$ cat config.mk
export PLATFORM = sky130hd
export DESIGN_NAME = quire_window_arbiter
export DESIGN_NICKNAME = d
export VERILOG_FILES = /design/src/rtl/quire_window_arbiter_pkg.sv /design/src/rtl/quire_window_arbiter_id_fifo.sv /design/src/rtl/quire_window_arbiter.sv
export SDC_FILE = /design/constraint.sdc
export NUM_CORES = 1
export LEC_CHECK = 0
export CAP_MARGIN = 20
export CORE_MARGIN = 8
export CORE_UTILIZATION = 30
export CTS_CLUSTER_SIZE = 40
export DETAILED_ROUTE_END_ITERATION = 10
export PLACE_DENSITY = 0.84
export SYNTH_ARGS = -nofsm -noshare
export SYNTH_HDL_FRONTEND = slang
export SYNTH_SLANG_ARGS = --single-unit
$ cat constraint.sdc
create_clock -name clk -period 1.6 [get_ports clk]
set_input_delay 0.24 -clock clk [delete_from_list [all_inputs] [get_ports clk]]
set_output_delay 0.24 -clock clk [all_outputs]
set_load 0.01 [all_outputs]
$ cat src/rtl/quire_window_arbiter_pkg.sv
// Shared posit/quire definitions for the quire window arbiter slice.
// Holds the quire width helper and the posit<4,0> quire width constant.
// Imported by the arbiter top; contains no logic of its own.
package quire_window_arbiter_pkg;

   // Quire width for posit<n,es>:
   // 2^(es+2)*(n-2) bits of fixed-point range, one sign bit, and
   // log_acc carry-guard bits for accumulating 2^log_acc products.
   function automatic int quire_width(input int n, input int es, input int log_acc);
      return (1 << (es + 2)) * (n - 2) + 1 + log_acc;
   endfunction

   // posit<4,0> with 10 carry-guard bits -> 19-bit quire.
   localparam int QUIRE_W_4_0 = quire_width(4, 0, 10);

endpackage

$ cat src/rtl/quire_window_arbiter_id_fifo.sv
// Purpose: synchronous FIFO holding the requester IDs of outstanding windows.
// Ports: clk/rst_n (async active-low); push/din write, pop read; full/empty/head status.
// Latency: head is valid combinationally from storage; push and pop may share a cycle.
module quire_window_arbiter_id_fifo #(
   parameter int W     = 2,
   parameter int DEPTH = 4
) (
   input  logic         clk,
   input  logic         rst_n,
   input  logic         push,
   input  logic [W-1:0] din,
   input  logic         pop,
   output logic         full,
   output logic         empty,
   output logic [W-1:0] head
);

   localparam int AW = $clog2(DEPTH);

   logic [W-1:0] mem [DEPTH];
   // One extra pointer bit distinguishes full from empty.
   logic [AW:0]  wr_ptr;
   logic [AW:0]  rd_ptr;
   logic         do_push;
   logic         do_pop;

   assign empty = (wr_ptr == rd_ptr);
   assign full  = (wr_ptr[AW] != rd_ptr[AW]) && (wr_ptr[AW-1:0] == rd_ptr[AW-1:0]);
   assign head  = mem[rd_ptr[AW-1:0]];

   // A push while full is accepted only if the head leaves in the same cycle.
   assign do_push = push && (!full || pop);
   assign do_pop  = pop && !empty;

   always_ff @(posedge clk or negedge rst_n) begin
      if (!rst_n) begin
         wr_ptr <= '0;
         rd_ptr <= '0;
      end else begin
         if (do_push) wr_ptr <= wr_ptr + 1'b1;
         if (do_pop)  rd_ptr <= rd_ptr + 1'b1;
      end
   end

   always_ff @(posedge clk) begin
      if (do_push) mem[wr_ptr[AW-1:0]] <= din;
   end

endmodule

$ cat src/rtl/quire_window_arbiter.sv
// Purpose: round-robin window arbiter sharing one quire between NUM_REQ product
//   streams; forwards granted beats and returns only eow results tagged with owner ID.
// Ports: req_* per-lane beat handshake/payload; q_* beat to quire; q_res_* quire
//   results in; res_* tagged final results out; err_o sticky protocol error.
// Latency: 1 cycle sow-to-grant, beat and result paths combinational, one idle
//   bubble between windows. Backpressure: q_rtr_i holds the granted lane,
//   res_rtr_i stalls eow results; no grant while the ID FIFO is full.
module quire_window_arbiter
   import quire_window_arbiter_pkg::*;
#(
   parameter int NUM_REQ  = 4,
   parameter int FRAC_W   = 4,
   parameter int SCALE_W  = 3,
   parameter int QUIRE_W  = QUIRE_W_4_0,
   parameter int ID_DEPTH = 4,
   parameter int ID_W     = $clog2(NUM_REQ)
) (
   input  logic                       clk,
   input  logic                       rst_n,
   // requester side
   input  logic [NUM_REQ-1:0]         req_rts_i,
   output logic [NUM_REQ-1:0]         req_rtr_o,
   input  logic [NUM_REQ-1:0]         req_sow_i,
   input  logic [NUM_REQ-1:0]         req_eow_i,
   input  logic [NUM_REQ-1:0]         req_sign_i,
   input  logic [NUM_REQ-1:0]         req_zero_i,
   input  logic [NUM_REQ-1:0]         req_nar_i,
   input  logic [NUM_REQ*FRAC_W-1:0]  req_fraction_i,
   input  logic [NUM_REQ*SCALE_W-1:0] req_scale_i,
   // quire slave side (beats into the quire)
   output logic                       q_rts_o,
   input  logic                       q_rtr_i,
   output logic                       q_sow_o,
   output logic                       q_eow_o,
   output logic                       q_sign_o,
   output logic                       q_zero_o,
   output logic                       q_nar_o,
   output logic [FRAC_W-1:0]          q_fraction_o,
   output logic [SCALE_W-1:0]         q_scale_o,
   // quire master side (results out of the quire)
   input  logic                       q_res_rts_i,
   output logic                       q_res_rtr_o,
   input  logic                       q_res_eow_i,
   input  logic                       q_res_nar_i,
   input  logic                       q_res_zero_i,
   input  logic [QUIRE_W-1:0]         q_res_data_i,
   // tagged final results
   output logic                       res_rts_o,
   input  logic                       res_rtr_i,
   output logic [QUIRE_W-1:0]         res_data_o,
   output logic [ID_W-1:0]            res_id_o,
   output logic                       res_nar_o,
   output logic                       res_zero_o,
   output logic                       err_o
);

   typedef enum logic {IDLE, LOCKED} arb_state_t;

   arb_state_t         state;
   logic [ID_W-1:0]    grant;
   logic [ID_W-1:0]    last;
   logic               first_beat;
   logic               err;

   logic [NUM_REQ-1:0] cand;
   logic [NUM_REQ-1:0] stray;
   logic [ID_W-1:0]    next_grant;

   logic               sel_rts;
   logic               sel_sow;
   logic               sel_eow;
   logic               sel_sign;
   logic               sel_zero;
   logic               sel_nar;
   logic [FRAC_W-1:0]  sel_frac;
   logic [SCALE_W-1:0] sel_scale;

   logic               beat_xfer;
   logic               stray_xfer;
   logic               sow_err;
   logic               res_eow_vld;
   logic               orphan;

   logic               fifo_push;
   logic               fifo_pop;
   logic               fifo_full;
   logic               fifo_empty;
   logic [ID_W-1:0]    fifo_head;

   // First set bit of c searching upward from l+1, wrapping; returns l if none.
   function automatic logic [ID_W-1:0] rr_pick(input logic [NUM_REQ-1:0] c,
                                               input logic [ID_W-1:0]    l);
      logic [ID_W-1:0] p;
      logic            found;
      int              idx;
      p     = l;
      found = 1'b0;
      for (int k = 1; k <= NUM_REQ; k++) begin
         idx = (int'(l) + k) % NUM_REQ;
         if (!found && c[idx]) begin
            p     = ID_W'(idx);
            found = 1'b1;
         end
      end
      return p;
   endfunction

   assign cand       = req_rts_i & req_sow_i;
   assign stray      = req_rts_i & ~req_sow_i;
   assign next_grant = rr_pick(cand, last);

   // Granted-lane payload mux.
   always_comb begin
      sel_rts   = 1'b0;
      sel_sow   = 1'b0;
      sel_eow   = 1'b0;
      sel_sign  = 1'b0;
      sel_zero  = 1'b0;
      sel_nar   = 1'b0;
      sel_frac  = '0;
      sel_scale = '0;
      for (int i = 0; i < NUM_REQ; i++) begin
         if (grant == ID_W'(i)) begin
            sel_rts   = req_rts_i[i];
            sel_sow   = req_sow_i[i];
            sel_eow   = req_eow_i[i];
            sel_sign  = req_sign_i[i];
            sel_zero  = req_zero_i[i];
            sel_nar   = req_nar_i[i];
            sel_frac  = req_fraction_i[i*FRAC_W +: FRAC_W];
            sel_scale = req_scale_i[i*SCALE_W +: SCALE_W];
         end
      end
   end

   // In IDLE, beats without sow are swallowed so a misbehaving lane cannot
   // wedge itself; in LOCKED only the granted lane sees the quire's ready.
   always_comb begin
      req_rtr_o = '0;
      if (state == IDLE) begin
         req_rtr_o = stray;
      end else begin
         for (int i = 0; i < NUM_REQ; i++) begin
            req_rtr_o[i] = (grant == ID_W'(i)) && q_rtr_i;
         end
      end
   end

   assign q_rts_o      = (state == LOCKED) && sel_rts;
   assign q_sow_o      = sel_sow;
   assign q_eow_o      = sel_eow;
   assign q_sign_o     = sel_sign;
   assign q_zero_o     = sel_zero;
   assign q_nar_o      = sel_nar;
   assign q_fraction_o = sel_frac;
   assign q_scale_o    = sel_scale;

   assign beat_xfer  = q_rts_o && q_rtr_i;
   assign stray_xfer = (state == IDLE) && (|stray);
   assign sow_err    = beat_xfer && sel_sow && !first_beat;
   assign fifo_push  = (state == IDLE) && (|cand) && !fifo_full;

   always_ff @(posedge clk or negedge rst_n) begin
      if (!rst_n) begin
         state      <= IDLE;
         grant      <= '0;
         last       <= ID_W'(NUM_REQ - 1);
         first_beat <= 1'b0;
         err        <= 1'b0;
      end else begin
         if (stray_xfer || sow_err || orphan) err <= 1'b1;
         case (state)
            IDLE: begin
               if (fifo_push) begin
                  grant      <= next_grant;
                  first_beat <= 1'b1;
                  state      <= LOCKED;
               end
            end
            LOCKED: begin
               if (beat_xfer) begin
                  first_beat <= 1'b0;
                  if (sel_eow) begin
                     last  <= grant;
                     state <= IDLE;
                  end
               end
            end
            default: state <= IDLE;
         endcase
      end
   end

   assign err_o = err;

   // Result side: partial sums are consumed and dropped; eow results are
   // forwarded with the oldest outstanding window ID. An eow result with no
   // outstanding window is dropped and flagged.
   assign res_eow_vld = q_res_rts_i && q_res_eow_i;
   assign orphan      = res_eow_vld && fifo_empty;
   assign res_rts_o   = res_eow_vld && !fifo_empty;
   assign q_res_rtr_o = !q_res_eow_i || fifo_empty || res_rtr_i;
   assign fifo_pop    = res_rts_o && res_rtr_i;

   assign res_data_o  = q_res_data_i;
   assign res_nar_o   = q_res_nar_i;
   assign res_zero_o  = q_res_zero_i;
   assign res_id_o    = fifo_head;

   quire_window_arbiter_id_fifo #(
      .W     (ID_W),
      .DEPTH (ID_DEPTH)
   ) u_id_fifo (
      .clk   (clk),
      .rst_n (rst_n),
      .push  (fifo_push),
      .din   (next_grant),
      .pop   (fifo_pop),
      .full  (fifo_full),
      .empty (fifo_empty),
      .head  (fifo_head)
   );

endmodule

# After elaboration in Yosys (flattened, before gate mapping)

Memories as Yosys holds them, arrays and structs flattened.
Index checks and enable logic that the tools add are counted.
Widths: inputs -> output; s select.

Bitwise logic cells: 8
Mux-type cells: 61
Add/sub/neg operators: 6
Reductions and logical operators: 43
Order comparisons: 4
Equal/unequal tests: 8

Operators with widths:

| kind                | number |
|---|---|
| $mux 1              | 42 |
| $logic_and 1x1->1   | 21 |
| $mux 4              | 5 |
| $lt 3x4->1 const B  | 4 |
| $mux 3              | 4 |
| $and 4x4->4         | 2 |
| $bmux 1 s2          | 4 |
| $mux 2              | 4 |
| $reduce_or 2->1     | 4 |
| $reduce_or 4->1     | 2 |
| $logic_not 1->1     | 7 |
| $add 3x1->3 const B | 2 |
| $logic_or 1x1->1    | 5 |
| $add 2x1->2 const B | 2 |
| $add 2x2->2 const B | 2 |
| $and 1x1->1 const A | 4 |
| $eq 2x2->1 const B  | 2 |
| $ne 2x1->1 const B  | 2 |
| $not 4->4           | 1 |
| $pmux 1 s2          | 2 |
| $reduce_and 2->1    | 2 |
| $eq 3x3->1          | 1 |
| $reduce_and 3->1    | 1 |
| $eq 2x1->1 const B  | 1 |
| 4 further kinds     | 4 |

Input port bits: 79
Output and inout port bits: 43
Memories kept: 1
Register bits: 13
Word-level logic and storage cells: 138
Memory bits (writable): 8

Memory list:

| name          | words | width | read ports | clocked after memory_dff | wr ports | line                               | source |
|---|---|---|---|---|---|---|---|
| u_id_fifo.mem | 4     | 2     | 1          | 0                        | 1        | quire_window_arbiter_id_fifo.sv:20 | `logic [W-1:0] mem [DEPTH];` |

# Logic depth before layout (Yosys ltp)

Word-level depth: 16
Gate-level depth with buffers: 5
Gate-level depth less buffers: 4

# By module

A second synthesis with hierarchy kept.

Cell total of the unflattened synthesis: 133
Area, all modules: 1696.6 µm²

By module, submodules not included:

| module                       | cells an instance | seq. area each (µm²) | instances | area an instance (µm²) |
|---|---|---|---|---|
| quire_window_arbiter         | 88                | 177.7                | 1         | 996.0 |
| quire_window_arbiter_id_fifo | 45                | 390.4                | 1         | 700.7 |

# Worst setup path after synthesis

No wires, ideal clock.

Path type: register to register
Start: register u_id_fifo.wr_ptr[2]
End: memory u_id_fifo.mem[0][0], enable pin
Slack: -84 ps
Required time: 1307 ps
Data arrival time: 1390 ps
Library setup time: 293 ps
Stages on the path, launching flop included: 5
Path buffers: 0
Clock period less this slack: 1684 ps
Cell sequence: dfrtp_1 -> xnor2_1 -> and3b_4 -> nor3b_4 -> and2_2

Longest elaborated chain between the ends: 8
Elaborated cells between the ends (all ways): 12
Classes of those cells: eq/ne: 2; mux: 2; reduce/logical: 8

Ends and longest elaborated chain:

| element                        | line                               | source |
|---|---|---|
| from (decl)                    | quire_window_arbiter_id_fifo.sv:22 | `logic [AW:0] wr_ptr;` |
| from (signal assigned)         | quire_window_arbiter_id_fifo.sv:40 | `if (do_push) wr_ptr <= wr_ptr + 1'b1;` |
| $eq 3x3->1                     | quire_window_arbiter_id_fifo.sv:27 | `assign empty = (wr_ptr == rd_ptr);` |
| $logic_not 1->1                | quire_window_arbiter.sv:201        | `assign res_rts_o = res_eow_vld && !fifo_empty;` |
| $logic_and 1x1->1              | quire_window_arbiter.sv:201        |  |
| $logic_and 1x1->1              | quire_window_arbiter.sv:203        | `assign fifo_pop = res_rts_o && res_rtr_i;` |
| $logic_or 1x1->1               | quire_window_arbiter_id_fifo.sv:32 | `assign do_push = push && (!full \|\| pop);` |
| $logic_and 1x1->1 *            | quire_window_arbiter_id_fifo.sv:32 |  |
| $mux 1 *                       | quire_window_arbiter_id_fifo.sv:46 | `if (do_push) mem[wr_ptr[AW-1:0]] <= din;` |
| $mux 1 (not written as such) * | quire_window_arbiter_id_fifo.sv:46 |  |
| to (decl)                      | quire_window_arbiter_id_fifo.sv:20 |  |

Mark *: on every way between the ends. The rest lies on a longest branch, timed or not.

# Worst setup path in the final report

Start: register u_id_fifo.rd_ptr[0]
End: memory u_id_fifo.mem[2][1], enable pin

Longest elaborated chain between the ends: 8
Elaborated cells between the ends (all ways): 12
Classes of those cells: eq/ne: 2; mux: 2; reduce/logical: 8

Ends and longest elaborated chain:

| element                        | line                               | source |
|---|---|---|
| from (decl)                    | quire_window_arbiter_id_fifo.sv:23 | `logic [AW:0] rd_ptr;` |
| from (signal assigned)         | quire_window_arbiter_id_fifo.sv:41 | `if (do_pop) rd_ptr <= rd_ptr + 1'b1;` |
| $eq 3x3->1                     | quire_window_arbiter_id_fifo.sv:27 |  |
| $logic_not 1->1                | quire_window_arbiter.sv:201        |  |
| $logic_and 1x1->1              | quire_window_arbiter.sv:201        |  |
| $logic_and 1x1->1              | quire_window_arbiter.sv:203        |  |
| $logic_or 1x1->1               | quire_window_arbiter_id_fifo.sv:32 |  |
| $logic_and 1x1->1 *            | quire_window_arbiter_id_fifo.sv:32 |  |
| $mux 1 *                       | quire_window_arbiter_id_fifo.sv:46 |  |
| $mux 1 (not written as such) * | quire_window_arbiter_id_fifo.sv:46 |  |

Marks and branches as above.

==> impl_metrics.tcl <==
set metrics [dict create \
    root_buffer "clkbuf_8" \
    grt_pass1_wl_um 8550 \
    drtIter0Drc 71 \
    slew_headroom 0.625 \
    totalWireLength_um 5360 \
    hold_class "in -> async" \
    path_cells "buf_6 > xnor2_4 > and3b_4 > nor3b_4 > buf_4 > and2_4" \
    setup_viol 31 \
    die_y_um 89.8 \
    final_max_slew_viol_count 0 \
    cts_tree "yes" \
    r2r-end "u_id_fifo.mem[2][1]" \
    max_freq_ghz 0.563 \
    worstPathMaxFanout 4 \
    worstPathArrival_ns 1.76 \
    power_density_mw_per_mm2 1610 \
    finalHoldWorstSlack_ns 0.339 \
    core-area_mm2 0.00537 \
    dr.pass1.iters 4 \
    cts_hold_buf 0 \
    clk_latency_ns 0.26 \
    synth_top_area_cell "mux4_2" \
    rr_startpoint "u_id_fifo.rd_ptr[0]" \
    io_pins 122 \
    synth_nets 212 \
    yosysWarnings 0 \
    vias_per_cell 4.77 \
    ys_types 40 \
    finClkSkew_ns 0.00243 \
    clockBufferDepth 2 \
    grt_pass1_vias 1648 \
    layout_min_cycle_time_ns 1.77 \
    crit_path_end_kind "flip-flop" \
    wl_per_cell_um 17.8 \
    antenna_cells 0 \
    gr-total-overflow 0 \
    synth_top_area_share 0.179 \
    route.detailed.drc 0 \
    reg2reg_depth 6 \
    syn_area_mm2 0.00163 \
    worstPathRequired_ns 1.58 \
    num_rows 27 \
    synthCells 128 \
    hpwl_um 4140 \
    maxCapViolations 0 \
    peakVddDrop_mv 0.631 \
    cts.sinks 21 \
    die_w_um 89.8 \
    finalPower_mw 4.65 \
    area_growth_pct 76.6 \
    rsz0062_at_grt "true" \
    finalHoldViolations 0 \
    worst_slew_pin_slew_ns 0.561 \
    vias 1437 \
    slowest_stage "dfrtp_2" \
    drive_gt1_frac 0.511 \
    path_class "reg -> reg" \
    synth.avg_cell_area_um2 12.8 \
    ant_nets 0 \
    synth_area_leaders "mux4_2 18%, dfrtp_1 17%, edfxtp_1 15%, buf_4 10%, ha_1 3.8%" \
    timing.final.ws_setup_ns -0.175 \
    dieArea_mm2 0.00806 \
    outcome "complete, but fails checks" \
    ys_ff_latch 21 \
    p_leak_nw 1.22 \
    grt_antenna_before_repair 0 \
    slowest_delay_ns 0.44 \
    grt_max_degree 14 \
    synth_seq_area_share 0.348 \
    gp_congestion 0.780 \
    gr-usage-all-layers 0.127 \
    port_buffers 79 \
    cp-start-kind "flip-flop" \
    final.period_utilization 1.11 \
    violations "negative setup slack" \
    nNetsFinal 314 \
    initial_core_util 0.304 \
    cts_buffers 3 \
    ff2ff_setup_slack_ns -0.17 \
    ctsHtreeMaxLevel 1 \
    clkTransAtPathRegs_ns 0.07 \
]
## metrics by stage
step                       util  area, um2  instances  setup TNS, ns  setup WS (ns)
final                     0.537       2890        301          -3.56         -0.175
after global routing      0.537       2890        301          -5.17         -0.223
after CTS                 0.523       2810        300          -3.73         -0.197
after detailed placement  0.483       2590        286         -13.12         -0.446
after global placement    0.483       2590        286         -11.94         -0.440
after floorplan               -       1640        128         -0.563        -0.0837
## cell usage after synthesis (all sizes together)
cell / count
and2: 5
o31ai: 1
o2bb2ai: 1
mux4: 15
o21bai: 1
nand3: 4
o22ai: 4
mux2i: 1
a211o: 1
a21o: 1
nand2b: 6
nand4b: 1
o221ai: 1
clkbuf: 2
a22oi: 1
inv: 2
and4: 1
mux2: 6
ha: 5
a2bb2oi: 2
xnor2: 4
nor3b: 1
a41oi: 1
and3b: 1
dfstp: 2
a31oi: 1
dfrtp: 11
nand2: 7
nor2: 1
and4bb: 1
nand3b: 1
buf: 24
xor2: 3
edfxtp: 8
and3: 1
## state kept, by name (all words and copies together), names as in the netlist
signal	flops
grant	2
state	1
err_o	1
u_id_fifo.mem	8
first_beat	1
last	2
u_id_fifo.wr_ptr	3
u_id_fifo.rd_ptr	3
## layer usage
metal,GRT usage,part of all wire,vias to the layer above
met4,0.0367,0.010,0
met1,0.139,0.38,724
met5,0,0,-
li1,-,-,671
met2,0.239,0.57,36
met3,0.0258,0.037,6
## how the worst max path moves through the flow
stage                        start                  end  slack, ns
3_5_place_dp          req_rts_i[3]              q_rts_o      -0.45
5_1_grt        u_id_fifo.rd_ptr[0]  u_id_fifo.mem[1][1]      -0.22
4_1_cts                   grant[0]         q_scale_o[1]      -0.20
6_report       u_id_fifo.rd_ptr[0]  u_id_fifo.mem[2][1]      -0.17
2_1_floorplan  u_id_fifo.wr_ptr[2]  u_id_fifo.mem[0][0]      -0.08
3_3_place_gp          req_rts_i[3]              q_rts_o      -0.44
## final cells by class
class | count | area [um2]
Multi-Input combinational cell | 79 | 981
Tap cell | 72 | 90.1
Clock buffer | 3 | 41.3
Timing Repair Buffer | 123 | 1190
Fill cell | 426 | 2490
Sequential cell | 21 | 572
Clock inverter | 1 | 5.00
Inverter | 2 | 7.51
## kinds of logic after synthesis
kind of cell             synth area share
AND/OR/NAND/NOR                     0.124
flip-flops                          0.348
buffers and inverters               0.116
adder cells (fa/ha/maj)            0.0383
multiplexers                        0.266
AO/OA/AOI/OAI                      0.0705
XOR/XNOR                           0.0375
## repair_timing
| item | CTS | global route |
|---|---|---|
| setup buffers | 9 | 3 |
| resized for setup | 116 | 21 |
| pin swaps | 4 | 7 |
| setup endpoints to repair | 37 | 39 |
| cloned | 1 | 0 |
## worst max-delay path, delay by kind of cell (launching register included)
kind / cells / cell delay [ns]
simple gates: 3 / 0.61
flops: 1 / 0.44
buf+inv: 2 / 0.31
xor+xnor: 1 / 0.13
## cell usage in the layout, fill, tap and decap left out, types with 3 or more instances in the layout
cell type	n
clkdlybuf4s50_1	54
buf_4	32
buf_6	23
mux4_2	15
dfrtp_1	8
edfxtp_1	8
nand2_1	6
mux2_4	5
ha_1	5
buf_2	5
and2_4	4
nand2b_1	4
o22ai_1	3
xor2_1	3
clkbuf_8	3
dfrtp_2	3
## where the power goes
part           total [mW]  internal [mW]  leakage, nW  switching, mW
clock               0.341          0.173       0.0255          0.168
combinational        3.27           2.06        0.978           1.21
sequential           1.04          0.800        0.217          0.239
(Power assumes the default switching activity.)
